==> config.mk <==
export PLATFORM = sky130hd
export DESIGN_NAME = uart_tx_arbiter_flat
export DESIGN_NICKNAME = d
export VERILOG_FILES = /design/src/rtl/uart_pkg.sv /design/src/rtl/uart_tx_arbiter_if.sv /design/src/rtl/rr_arbiter.sv /design/src/rtl/uart_tx_arbiter.sv /design/src/flat_wrapper.sv
export SDC_FILE = /design/constraint.sdc
export NUM_CORES = 1
export LEC_CHECK = 0
export BUFFER_PORTS_ARGS = -buffer_cell sky130_fd_sc_hd__buf_2
export CAP_MARGIN = 40
export CORE_UTILIZATION = 51
export DETAILED_ROUTE_END_ITERATION = 6
export GPL_ROUTABILITY_DRIVEN = 0
export PLACE_DENSITY = 0.8
export SYNTH_ARGS = -nofsm -noshare
export SYNTH_HDL_FRONTEND = slang
export SYNTH_SLANG_ARGS = --single-unit
==> constraint.sdc <==
create_clock -name clk -period 4.5 [get_ports clk]
set_input_delay 0.225 -clock clk [delete_from_list [all_inputs] [get_ports clk]]
set_output_delay 0.225 -clock clk [all_outputs]
set_load 0.05 [all_outputs]
==> src/rtl/uart_pkg.sv <==
// Shared types and widths for the UART transmit arbiter.
package uart_pkg;

    localparam int UART_DATA_W = 8;
    localparam int FRAME_CNT_W = 16;

    typedef enum logic [1:0] {
        IDLE,
        LAUNCH,
        WAIT_BUSY,
        WAIT_DONE
    } arb_state_t;

endpackage

==> src/rtl/uart_tx_arbiter_if.sv <==
// Requester handshake plus transmitter-side signals of the shared UART arbiter.
interface uart_tx_arbiter_if #(
    parameter int NREQ = 4
);
    import uart_pkg::*;

    logic [NREQ-1:0]             req_valid;
    logic [UART_DATA_W*NREQ-1:0] req_data;
    logic [NREQ-1:0]             req_ready;
    logic [UART_DATA_W-1:0]      tx_data;
    logic                        tx_start;
    logic                        tx_busy;

    modport master (
        output req_valid, req_data, tx_busy,
        input  req_ready, tx_data, tx_start
    );

    modport slave (
        input  req_valid, req_data, tx_busy,
        output req_ready, tx_data, tx_start
    );

endinterface

==> src/rtl/rr_arbiter.sv <==
// Combinational round-robin pick: rotate requests so ptr is at bit 0,
// take the lowest set bit, rotate the index back.
module rr_arbiter #(
    parameter int NREQ = 4
) (
    input  logic [NREQ-1:0]         req,
    input  logic [$clog2(NREQ)-1:0] ptr,
    input  logic                    en,
    output logic [NREQ-1:0]         gnt,
    output logic [$clog2(NREQ)-1:0] gnt_idx
);
    localparam int IDX_W = $clog2(NREQ);

    logic [NREQ-1:0]  rot;
    logic [IDX_W-1:0] rot_idx;
    logic             found;

    always_comb begin
        rot     = '0;
        rot_idx = '0;
        found   = 1'b0;
        gnt     = '0;
        gnt_idx = '0;
        for (int k = 0; k < NREQ; k++) begin
            rot[k] = req[(k + int'(ptr)) % NREQ];
        end
        // Descending scan so the lowest rotated position wins.
        for (int k = NREQ - 1; k >= 0; k--) begin
            if (rot[k]) begin
                rot_idx = IDX_W'(k);
                found   = 1'b1;
            end
        end
        gnt_idx = IDX_W'((int'(rot_idx) + int'(ptr)) % NREQ);
        if (en && found) begin
            gnt[gnt_idx] = 1'b1;
        end
    end

endmodule

==> src/rtl/uart_tx_arbiter.sv <==
// Round-robin scheduler sharing one 8N1 UART transmitter among NREQ byte producers.
module uart_tx_arbiter import uart_pkg::*; #(
    parameter int NREQ         = 4,
    parameter int BUSY_TIMEOUT = 16
) (
    input  logic                    clk,
    input  logic                    rst,
    uart_tx_arbiter_if.slave        bus,
    output logic [$clog2(NREQ)-1:0] grant_id,
    output logic                    active,
    output logic                    timeout_err,
    output logic [FRAME_CNT_W-1:0]  frame_cnt
);
    localparam int IDX_W = $clog2(NREQ);
    localparam int TMO_W = $clog2(BUSY_TIMEOUT + 1);
    localparam logic [TMO_W-1:0] TMO_LAST = TMO_W'(BUSY_TIMEOUT - 1);

    arb_state_t             state, state_nxt;
    logic [IDX_W-1:0]       rr_ptr;
    logic [IDX_W-1:0]       gnt_idx;
    logic [NREQ-1:0]        gnt;
    logic [UART_DATA_W-1:0] tx_data_q;
    logic [TMO_W-1:0]       tmo_cnt;
    logic                   arb_en;
    logic                   accept;
    logic                   tmo_fire;
    logic                   frame_done;

    function automatic logic [IDX_W-1:0] ptr_after(input logic [IDX_W-1:0] idx);
        return (idx == IDX_W'(NREQ - 1)) ? '0 : idx + 1'b1;
    endfunction

    // Gating on rst keeps req_ready low while reset is held, not just after it.
    assign arb_en = (state == IDLE) && !bus.tx_busy && !rst;

    rr_arbiter #(.NREQ(NREQ)) u_rr (
        .req     (bus.req_valid),
        .ptr     (rr_ptr),
        .en      (arb_en),
        .gnt     (gnt),
        .gnt_idx (gnt_idx)
    );

    assign accept        = |(gnt & bus.req_valid);
    assign bus.req_ready = gnt;
    assign bus.tx_data   = tx_data_q;

    always_ff @(posedge clk or posedge rst) begin
        if (rst) begin
            state <= IDLE;
        end else begin
            state <= state_nxt;
        end
    end

    always_comb begin
        state_nxt    = state;
        tmo_fire     = 1'b0;
        frame_done   = 1'b0;
        bus.tx_start = 1'b0;
        active       = (state != IDLE);
        case (state)
            IDLE: begin
                if (accept) state_nxt = LAUNCH;
            end
            LAUNCH: begin
                bus.tx_start = 1'b1;
                state_nxt    = WAIT_BUSY;
            end
            WAIT_BUSY: begin
                if (bus.tx_busy) begin
                    state_nxt = WAIT_DONE;
                end else if (tmo_cnt == TMO_LAST) begin
                    tmo_fire  = 1'b1;
                    state_nxt = IDLE;
                end
            end
            WAIT_DONE: begin
                if (!bus.tx_busy) begin
                    frame_done = 1'b1;
                    state_nxt  = IDLE;
                end
            end
            default: state_nxt = IDLE;
        endcase
    end

    always_ff @(posedge clk or posedge rst) begin
        if (rst) begin
            tx_data_q   <= '0;
            grant_id    <= '0;
            rr_ptr      <= '0;
            tmo_cnt     <= '0;
            timeout_err <= 1'b0;
            frame_cnt   <= '0;
        end else begin
            timeout_err <= tmo_fire;
            if (accept) begin
                tx_data_q <= bus.req_data[gnt_idx*UART_DATA_W +: UART_DATA_W];
                grant_id  <= gnt_idx;
                rr_ptr    <= ptr_after(gnt_idx);
            end else if (tmo_fire) begin
                // A timed-out frame still consumes the owner's turn.
                rr_ptr <= ptr_after(grant_id);
            end
            if (state == LAUNCH) begin
                tmo_cnt <= '0;
            end else if (state == WAIT_BUSY && !bus.tx_busy) begin
                tmo_cnt <= tmo_cnt + 1'b1;
            end
            if (frame_done) begin
                frame_cnt <= frame_cnt + 1'b1;
            end
        end
    end

endmodule

==> src/flat_wrapper.sv <==
// flat-port wrapper written by rule: the top's interface ports become plain ports
module uart_tx_arbiter_flat import uart_pkg::*;
#(
    parameter int NREQ         = 4,
    parameter int BUSY_TIMEOUT = 16
)
  (clk, rst, grant_id, active, timeout_err, frame_cnt, bus_req_valid, bus_req_data, bus_tx_busy, bus_req_ready, bus_tx_data, bus_tx_start);
  uart_tx_arbiter_if #(.NREQ(NREQ)) bus_i ();
  input  logic clk;
  input  logic rst;
  output logic [$clog2(NREQ)-1:0] grant_id;
  output logic active;
  output logic timeout_err;
  output logic [FRAME_CNT_W-1:0] frame_cnt;
  input wire logic [$bits(bus_i.req_valid)-1:0] bus_req_valid;
  input wire logic [$bits(bus_i.req_data)-1:0] bus_req_data;
  input wire logic [$bits(bus_i.tx_busy)-1:0] bus_tx_busy;
  output wire logic [$bits(bus_i.req_ready)-1:0] bus_req_ready;
  output wire logic [$bits(bus_i.tx_data)-1:0] bus_tx_data;
  output wire logic [$bits(bus_i.tx_start)-1:0] bus_tx_start;
  assign bus_i.req_valid = bus_req_valid;
  assign bus_i.req_data = bus_req_data;
  assign bus_i.tx_busy = bus_tx_busy;
  assign bus_req_ready = bus_i.req_ready;
  assign bus_tx_data = bus_i.tx_data;
  assign bus_tx_start = bus_i.tx_start;
  uart_tx_arbiter #(.NREQ(NREQ), .BUSY_TIMEOUT(BUSY_TIMEOUT)) u_core (.clk(clk), .rst(rst), .bus(bus_i), .grant_id(grant_id), .active(active), .timeout_err(timeout_err), .frame_cnt(frame_cnt));
endmodule
==> out/summary.md <==
The H-tree was split into 2 levels. The logs give 0 for the number of antenna violations at the first check in global routing and 4560 um2 for the full die area. In the synthesized netlist, the number of instances is 226. The initial utilization of the core area, before any placement, comes to 54.0%.

Summing all non-filler instances in the final layout gives an area of 2650 um2. Adding up every negative setup slack in the final design gives 0 ns. TritonCTS built the clock tree.

When the netlist entered floorplanning its net count stood at 272. Worst-case reg-to-reg path depth: 11. The startpoint class of the critical path is a register. The tools report the estimated wirelength of the detail-placed design as 3410 um. The tools report the largest buffer count on any clock path as 2. Ranked by total cell area, the synthesized netlist is headed by sky130_fd_sc_hd__dfrtp_1 41%, sky130_fd_sc_hd__xnor2_1 6.0%, sky130_fd_sc_hd__mux2_4 5.5%. The worst hold path belongs to the class input pin to asynchronous set/reset pin. Data arrival time at the worst-slack endpoint: 3.52 ns. The logs give 0 for the count of antenna-violating nets left after detailed routing and 0 for the residual overflow from global routing. The number of buffers added on ports is 71, and the number of DRC violations after detailed-routing iteration 0 is 62.

At the pin with the least slew margin, the transition time is 0.511 ns. The run gives 58.6% as the fraction of power consumed by combinational cells. The number of failing setup endpoints in the final timing report was 0; the diode insertion count for antenna repair was 0.

The ratio of cells with drive above 1 in the final layout was 32.7%. The later pin in the worst-skew pair is clocked with a latency of 0.28 ns. In the final routed layout, each cell accounts on average for 13.4 um.

For this run, design rule violations remaining after detail routing come to 0. Setup repair after global routing left no endpoint under its margin. The fraction of registers with async set/reset came out at 100%. The overall via count from detail_route is 1,837.

The pin count of the biggest net entering global routing is 38. The worst setup path category is register to register. The via count of the first global-routing pass is 1,706. At the worst endpoint, the required time is 4.67 ns.

Static timing analysis puts the maximum clock frequency at 299 MHz. The total cell area at the placement stage is 2560 um2. During synthesis, Yosys emitted a total of 0 warnings. For this design, the CTS-stage hold fixing added 0 buffers. Final-layout fill cell count: 337. The areal power density over the cells works out to 696 nW/um2.

The worst clock skew was 0.00611 ns; the top-level port count was 72. The tightest hold path in the finished design has a slack of 0.0388 ns. The floorplan has 23 rows. The largest total area in the synthesized netlist belongs to sky130_fd_sc_hd__dfrtp_1.

The overall track demand over capacity in global routing was 22.1%. The first detailed-routing pass ran for 4 iterations. CTS placed an instance of sky130_fd_sc_hd__clkbuf_8 at the clock tree root. In the final design database the tool counted 339 nets. Of the total power, the share spent switching nets is 49.2%.

The clock buffer count from CTS is 5. The tools report the max-cap check violation count as 0. In this run the cell area of the synthesized design comes to 2190 um2. The share of total power dissipated in the clock network is 12.7%. The post-CTS setup buffer count is 0. Number of flops mapped to enable cells by yosys: 0.

Clock-pin slew was measured on the worst setup and hold paths at 0.07 ns. Standard cell core area: 4060 um2. The tools report the sequential share of power as 28.7%. The smallest clock period supported by the final layout is computed as 3.35 ns. The wire length of the first global-routing pass was 7450 um. The number of storage elements in the synthesis netlist was 36.

The flow ran to the end, and the final reports show no timing, DRC or antenna violations. The final layout contains routed wiring with a total length of 4630 um. The post-synthesis cell type count was 41; the number of vias per cell after detailed routing was 5.34. The overall power consumption is 1.84 mW, and the area added between synthesis and finish is 21.0%. The internal portion of total power was 0.937 mW; the count of pins over their slew limit was 0. The worst max-slew margin expressed relative to the limit is 65.9%, and the mean instance size in the synthesized netlist is 9.69 um2.

The run gives 41.1% as the part of the Yosys area used for sequential elements. The maximum fanout encountered on the critical timing path works out to 20. The tools report the final-report hold violation count as 0. For the total clock sinks, the log shows 36.

The worst setup path is captured at a register. Share of Yosys cell area claimed by the top area cell type: 41.1%. The analysis attributes to cell leakage a power of 1.30 nW. IR analysis of the VDD net gives a maximum drop of 0.000396 V. The analysis attributes to net switching a power of 0.908 mW.

The floorplan step set the die width to 67.5 um. Once the clock tree was built, the resizer swapped 0 gates to a different size. The die boundary height was 67.5 um. The leading register cell type out of synthesis was sky130_fd_sc_hd__dfrtp_1. The worst path uses 74.4% of the clock period.
metal layers:
| layer | global-route usage [%] | vias up | part of all wire (%) |
|---|---|---|---|
| met1 | 27.8 | 850 | 44 |
| met3 | 5.57 | 7 | 7.2 |
| li1 | - | 928 | - |
| met2 | 36.8 | 52 | 48 |
| met5 | 0 | - | 0 |
| met4 | 7.18 | 0 | 1.5 |
cell usage after synthesis, drive strengths merged (2+ instances only):
library cell,count
dfrtp,36
nand2,17
nor2,17
a21oi,16
xnor2,15
mux2,13
nor2b,11
a211oi,9
inv,8
mux2i,8
nor3,8
o21ai,8
buf,7
clkbuf,7
ha,7
nand3,5
and3,4
nand2b,4
nand4,4
a22oi,2
and2,2
o32ai,2
xor2,2
registers in the layout (all words and copies together) (netlist names):
| name | count |
|---|---|
| u_core.frame_cnt | 16 |
| u_core.state | 2 |
| u_core.timeout_err | 1 |
| u_core.grant_id | 2 |
| u_core.tmo_cnt | 5 |
| u_core.bus.tx_data | 8 |
| u_core.rr_ptr | 2 |
path summary, 6_finish.rpt:
kind                       slack (ns)                              from                                end
max                              1.15      u_core.rr_ptr[0]$_DFFE_PP0P_  u_core.bus.tx_data[5]$_DFFE_PP0P_
min                              0.04                               rst       u_core.rr_ptr[1]$_DFFE_PP0P_
max reg2reg                      1.15      u_core.rr_ptr[0]$_DFFE_PP0P_  u_core.bus.tx_data[5]$_DFFE_PP0P_
min reg2reg                      0.48  u_core.frame_cnt[15]$_DFFE_PP0P_   u_core.frame_cnt[15]$_DFFE_PP0P_
max in group asynchronous        4.14                               rst      u_core.tmo_cnt[4]$_DFFE_PP0P_
min in group clk                 0.29                       bus_tx_busy        u_core.state[0]$_DFFE_PP0P_
layout make-up:
class	count	area [um2]	share of cell area (%)
clock inverter	1	7.51	0.283
sequential	36	901	34.0
timing repair buffer	74	378	14.3
inverter	8	30.0	1.13
multi-input combinational	168	1180	44.7
clock buffer	7	86.3	3.26
tap	50	62.6	2.36
worst max-delay path, cell delays in order, from the launching register on:
cell and delay (ns):
sky130_fd_sc_hd__dfrtp_1 0.56, sky130_fd_sc_hd__nor2_1 0.09, sky130_fd_sc_hd__a211oi_1 0.25, sky130_fd_sc_hd__a21oi_1 0.06, sky130_fd_sc_hd__a211o_1 0.30, sky130_fd_sc_hd__ha_1 0.20, sky130_fd_sc_hd__xnor2_1 0.18, sky130_fd_sc_hd__xnor2_1 0.14
sky130_fd_sc_hd__buf_4 0.25, sky130_fd_sc_hd__mux2_4 0.34, sky130_fd_sc_hd__a21oi_4 0.45, sky130_fd_sc_hd__mux2_2 0.40
layout by cell type (no fill, tap or decap), drive strengths merged, types with 2 or more instances in the layout:
master / instances
mux2i: 8
nor2: 17
nand2b: 4
xor2: 2
and2: 2
o32ai: 2
dfrtp: 36
a22oi: 2
ha: 7
nand3: 5
clkbuf: 7
inv: 8
xnor2: 15
nand2: 17
nor3: 8
buf: 74
a211oi: 9
o21ai: 8
a21oi: 16
nor2b: 11
and3: 4
nand4: 4
mux2: 13
metrics by stage:
| step | utilization, % | worst slack, ns | instances |
|---|---|---|---|
| after floorplan | - | 1.00 | 226 |
| after global placement | 63.0 | 1.30 | 336 |
| after detailed placement | 63.0 | 1.15 | 336 |
| after CTS | 65.3 | 1.13 | 344 |
| after global routing | 65.3 | 0.888 | 344 |
| final | 65.3 | 1.15 | 344 |
kinds of logic (layout without fill, tap and decap cells):
kind of cell | count (synthesis) | after routing | synth area share [%]
AND/OR/NAND/NOR | 80 | 80 | 18.7
flip-flops | 36 | 36 | 41.1
buffers and inverters | 22 | 90 | 4.74
adder cells (fa/ha/maj) | 7 | 7 | 4.00
multiplexers | 21 | 21 | 11.7
XOR/XNOR | 17 | 17 | 6.80
AO/OA/AOI/OAI | 43 | 43 | 12.9
power by group through the flow:
stage          Combinational [mW]  Sequential [mW]  Clock [mW]
2_1_floorplan               0.678            0.714           0
3_3_place_gp                 1.05            0.531           0
3_5_place_dp                 1.08            0.532           0
4_1_cts                      1.09            0.530       0.242
5_1_grt                      1.18            0.549       0.256
6_report                     1.08            0.530       0.235
Power figures use the tool's default switching activity.
